==> src/rtl/sel_mode_top.sv <==
// rtl/sel_mode_top.sv - debounced 4-way mode select with one-hot LED and registered channel mux
module sel_mode_top #(
  parameter int STABLE_CYCLES = 3
) (
  input  logic       sys_clk,
  input  logic       sys_rst_n,
  input  logic [1:0] data,
  input  logic [3:0] in0,
  input  logic [3:0] in1,
  input  logic [3:0] in2,
  input  logic [3:0] in3,
  output logic [3:0] led,
  output logic [3:0] out
);

  localparam logic [3:0] CNT_MAX = 4'(STABLE_CYCLES - 1);

  logic [1:0] sync1_q, sync2_q;
  logic [1:0] cand_q, cand_d;
  logic [3:0] cnt_q, cnt_d;
  logic [1:0] mode_q, mode_d;
  logic [3:0] out_q, out_d;

  always_ff @(posedge sys_clk or negedge sys_rst_n) begin
    if (!sys_rst_n) begin
      sync1_q <= '0;
      sync2_q <= '0;
      cand_q  <= '0;
      cnt_q   <= '0;
      mode_q  <= '0;
      out_q   <= '0;
    end else begin
      sync1_q <= data;
      sync2_q <= sync1_q;
      cand_q  <= cand_d;
      cnt_q   <= cnt_d;
      mode_q  <= mode_d;
      out_q   <= out_d;
    end
  end

  // Any disagreement restarts the filter; the counter parks at CNT_MAX, where mode keeps reloading cand.
  always_comb begin
    cand_d = cand_q;
    cnt_d  = cnt_q;
    mode_d = mode_q;
    if (sync2_q != cand_q) begin
      cand_d = sync2_q;
      cnt_d  = '0;
    end else if (cnt_q < CNT_MAX) begin
      cnt_d = cnt_q + 4'd1;
    end else if (cnt_q == CNT_MAX) begin
      mode_d = cand_q;
    end
  end

  // The mux follows the registered mode, so a new channel shows up one edge after the mode update.
  always_comb begin
    out_d = in0;
    case (mode_q)
      2'd0:    out_d = in0;
      2'd1:    out_d = in1;
      2'd2:    out_d = in2;
      default: out_d = in3;
    endcase
  end

  always_comb begin
    led = 4'b0001 << mode_q;
  end

  assign out = out_q;

endmodule

==> config.mk <==
export PLATFORM = sky130hd
export DESIGN_NAME = sel_mode_top
export DESIGN_NICKNAME = d
export VERILOG_FILES = /design/src/rtl/sel_mode_top.sv
export SDC_FILE = /design/constraint.sdc
export NUM_CORES = 1
export LEC_CHECK = 0
export CORE_UTILIZATION = 43
export DETAILED_ROUTE_END_ITERATION = 8
export PLACE_DENSITY = 0.82
export SETUP_SLACK_MARGIN = 0.1
export SYNTH_ARGS = -nofsm -noshare
export SYNTH_HDL_FRONTEND = slang
export SYNTH_SLANG_ARGS = --single-unit
==> constraint.sdc <==
create_clock -name sys_clk -period 1.8 [get_ports sys_clk]
set_input_delay 0.18 -clock sys_clk [delete_from_list [all_inputs] [get_ports sys_clk]]
set_output_delay 0.18 -clock sys_clk [all_outputs]
set_load 0.01 [all_outputs]
==> impl_results.md, run 1 <==
- DRT iter0 DRCs: 4
- Critical Path Max Stage Delay: 0.54 ns
- Arr. time, crit path: 1.40 ns
- Worst slew pin tran: 0.2543 ns
- WL/cell: 14.16 um
- N_diodes: 0
- Top cell type's share of synthesized area: 60.26%
- Slowest CP cell: clkdlybuf4s50_1
- Final nets: 99
- Fin cells: 92
- Compound-Gate Fraction of Synth Area: 1.507%
- Residual DRC count: 0
- Initial core utilization: 48.63%
- Die X: 41.31 um
- Core Box Area: 0.001366 mm^2
- ANT nets after route: 0
- Hold-fix buffers, CTS: 0
- Period minus WS final: 1.578 ns
- Critical path depth in cells: 2
- Mapped Area: 664.4 um^2
- Largest family of logic cells by synthesized area: multiplexers
- Critical Path Sink Type: output port
- Placed Cells: 85
- Reg clk slew, reported paths: 0.09 ns
- Sequential share of power: 41.3%
- Max Clock Freq: 0.6338 GHz
- Total track usage: 16.76%
- Final Setup Violations: 0
- CTS Buffer Depth: 2
- Outcome: finished clean
- Combinational power share: 39.3%
- CP max FO: 7
- Syn avg cell area: 14.44 um^2
- CP cell instances: nor2b_1 > clkdlybuf4s50_1
- Vias: 467
- IO Port Bufs: 27
- Htree depth: 1
- Avg Vias per Cell: 5.076
- Setup WS pre-CTS: 0.3720 ns
- Slew Limit Fails: 0
- TNS Setup: 0 ns
- Total gr overflow: 0
- Die Height: 41.31 um
- Crit share post-route: 87.66%
- CTS root buffer: clkbuf_4
- Final Skew: 0.0006719 ns
- Pre-antenna DRT Iters: 2
- Yosys cell types: 16
- Post-synth ARST share: 100.0%
- Global-route wire length before repair: 1697 um
- Psw: 0.3116 mW
- Worst hold margin: 0.2052 ns
- Post-synth EDFFs: 0
- Pwr dens: 1173 mW/mm^2
- Largest net degree at the start of global routing: 17
- HP Class: in2async
- Post-synth top cells: dfrtp_1, nor2_1, mux4_2, nor2b_1
- Yosys warnings: 0
- Post-route setup slack: 0.2221 ns
- Synth Area in XOR/XNOR: 6.215%
- Fin. Hold Viols: 0
- Switch share: 26.44%
- Peak VDD IR: 0.7253 mV
- DP Wirelength: 1046 um
- Area grow syn2layout: 51.22%
- Ports: 28
- Register area share after synthesis: 60.26%
- Synth Flop Type: dfrtp_1
- Die Area: 0.001706 mm^2
- Mux contribution to synthesized area: 16.95%
- CP delay by family, top: buffers and inverters
- Initial antenna violation count: 0
- Synth Area in Adders: 1.883%
- Post-synthesis instance total: 46
- Biggest area consumer among synthesized cells: dfrtp_1
- Buf/Inv on CP: 1
- Critical path class: reg2out
- Required @ worst endpoint: 1.62 ns
- Clk Latency, worst-skew pair: 0.27 ns
- Routed wire length: 1303 um
- CTS Buf Count: 3
- RSZ-0062 raised after global routing: no
- Leak: 0.4325 nW
- Internal power: 0.8666 mW
- Vias in the first global route: 429
- Max_cap viols: 0
- Syn Nets: 67
- Clock power share: 19.4%
- # clock sinks: 16
- Synth top area cells: dfrtp_1, mux4_2, xnor2_2
- Synthesis-stage register bit count: 16
- # rows: 13
- Headroom to the max-slew limit: 82.92%
- Layout cells sized above 1: 22.08%
- GP Congestion: 0.7393
- Count leader, synth: dfrtp_1
- Synth Area in Simple Gates: 10.55%
- Worst Reg-to-Reg Cells: 3
- CTS tree: built
- Crit start category: register
per-layer routing:
metal	wire, um	vias to the layer above	global-route usage (%)
met5	0	-	0
met4	11	0	7.258
met3	79	2	6.383
met2	743	15	30.86
met1	468	231	16.49
li1	-	219	-
power by group through the flow:
stage | Clock [mW] | Combinational [mW] | Sequential [mW]
2_1_floorplan | 0 | 0.212 | 0.483
3_3_place_gp | 0 | 0.390 | 0.509
3_5_place_dp | 0 | 0.401 | 0.518
4_1_cts | 0.239 | 0.402 | 0.515
5_1_grt | 0.257 | 0.498 | 0.504
6_report | 0.228 | 0.463 | 0.487
through the flow:
stage | utilization [%] | cell area (um^2) | power [mW]
3_5_place_dp | 69.05 | 943.4 | 0.9185
3_3_place_gp | 69.05 | 943.4 | 0.8987
6_report | 73.53 | 1005 | 1.178
2_1_floorplan | - | 664.4 | 0.6959
4_1_cts | 71.89 | 982.2 | 1.155
5_1_grt | 73.53 | 1005 | 1.259
cells in the final DEF, fill, tap and decap left out, types with 2 or more instances in the layout:
| cell | Yosys | routed |
|---|---|---|
| mux4_2 | 4 | 4 |
| dfrtp_1 | 16 | 14 |
| nor2_1 | 6 | 6 |
| clkdlybuf4s50_1 | 0 | 27 |
| clkbuf_4 | 0 | 3 |
| dfrtp_2 | 0 | 2 |
| mux2_1 | 2 | 2 |
| xnor2_2 | 2 | 2 |
| a21oi_1 | 2 | 2 |
| nor2b_1 | 3 | 3 |
| buf_4 | 0 | 4 |
state kept, by name, summed over array words and instances (netlist names):
register  count
mode_q        2
out           4
cand_q        2
sync1_q       2
sync2_q       2
cnt_q         4
worst register-to-register path, delay by kind of cell, from the launching register on:
family | cells | cell delay [ns]
DFF | 1 | 0.41
muxes | 1 | 0.35
xor gates and xnor gates | 1 | 0.20
and+or+nand+nor | 1 | 0.18
worst paths after layout:
| path | start | endpoint | slack (ns) |
|---|---|---|---|
| max reg2reg | cand_q[0]$_DFFE_PN0N_ | mode_q[1]$_DFFE_PN0P_ | 0.55 |
| max in group asynchronous | sys_rst_n | mode_q[0]$_DFFE_PN0P_ | 1.41 |
| max | mode_q[0]$_DFFE_PN0P_ | led[2] | 0.22 |
| min in group sys_clk | data[1] | sync1_q[1]$_DFF_PN0_ | 0.34 |
| min | sys_rst_n | out[2]$_DFF_PN0_ | 0.21 |
| min reg2reg | sync1_q[0]$_DFF_PN0_ | sync2_q[0]$_DFF_PN0_ | 0.36 |
layout make-up:
class,count,area (um^2)
clock buffer,4,36.28
fill,106,361.6
multi-input combinational,26,246.5
sequential,16,402.9
tap,15,18.77
timing repair buffer,31,300.3
what timing repair did:
action                     CTS  global route
resized for setup            2             0
setup endpoints to repair    3             3
buffers inserted             0             3
pin swaps                    0             0
logic make-up after synthesis:
family / count (synthesis)
flops: 16
simple gates: 14
fa+ha+maj: 1
compound gates: 2
mux: 6
xor+xnor: 3
buf+inv: 4
Note: power is estimated with default switching activity, not from simulation.
==> run 2: changes to the inputs <==
- SLEW_MARGIN: default -> 5
==> results of run 2 <==
The final DEF is identical to that of run 1; final timing and power are the same.
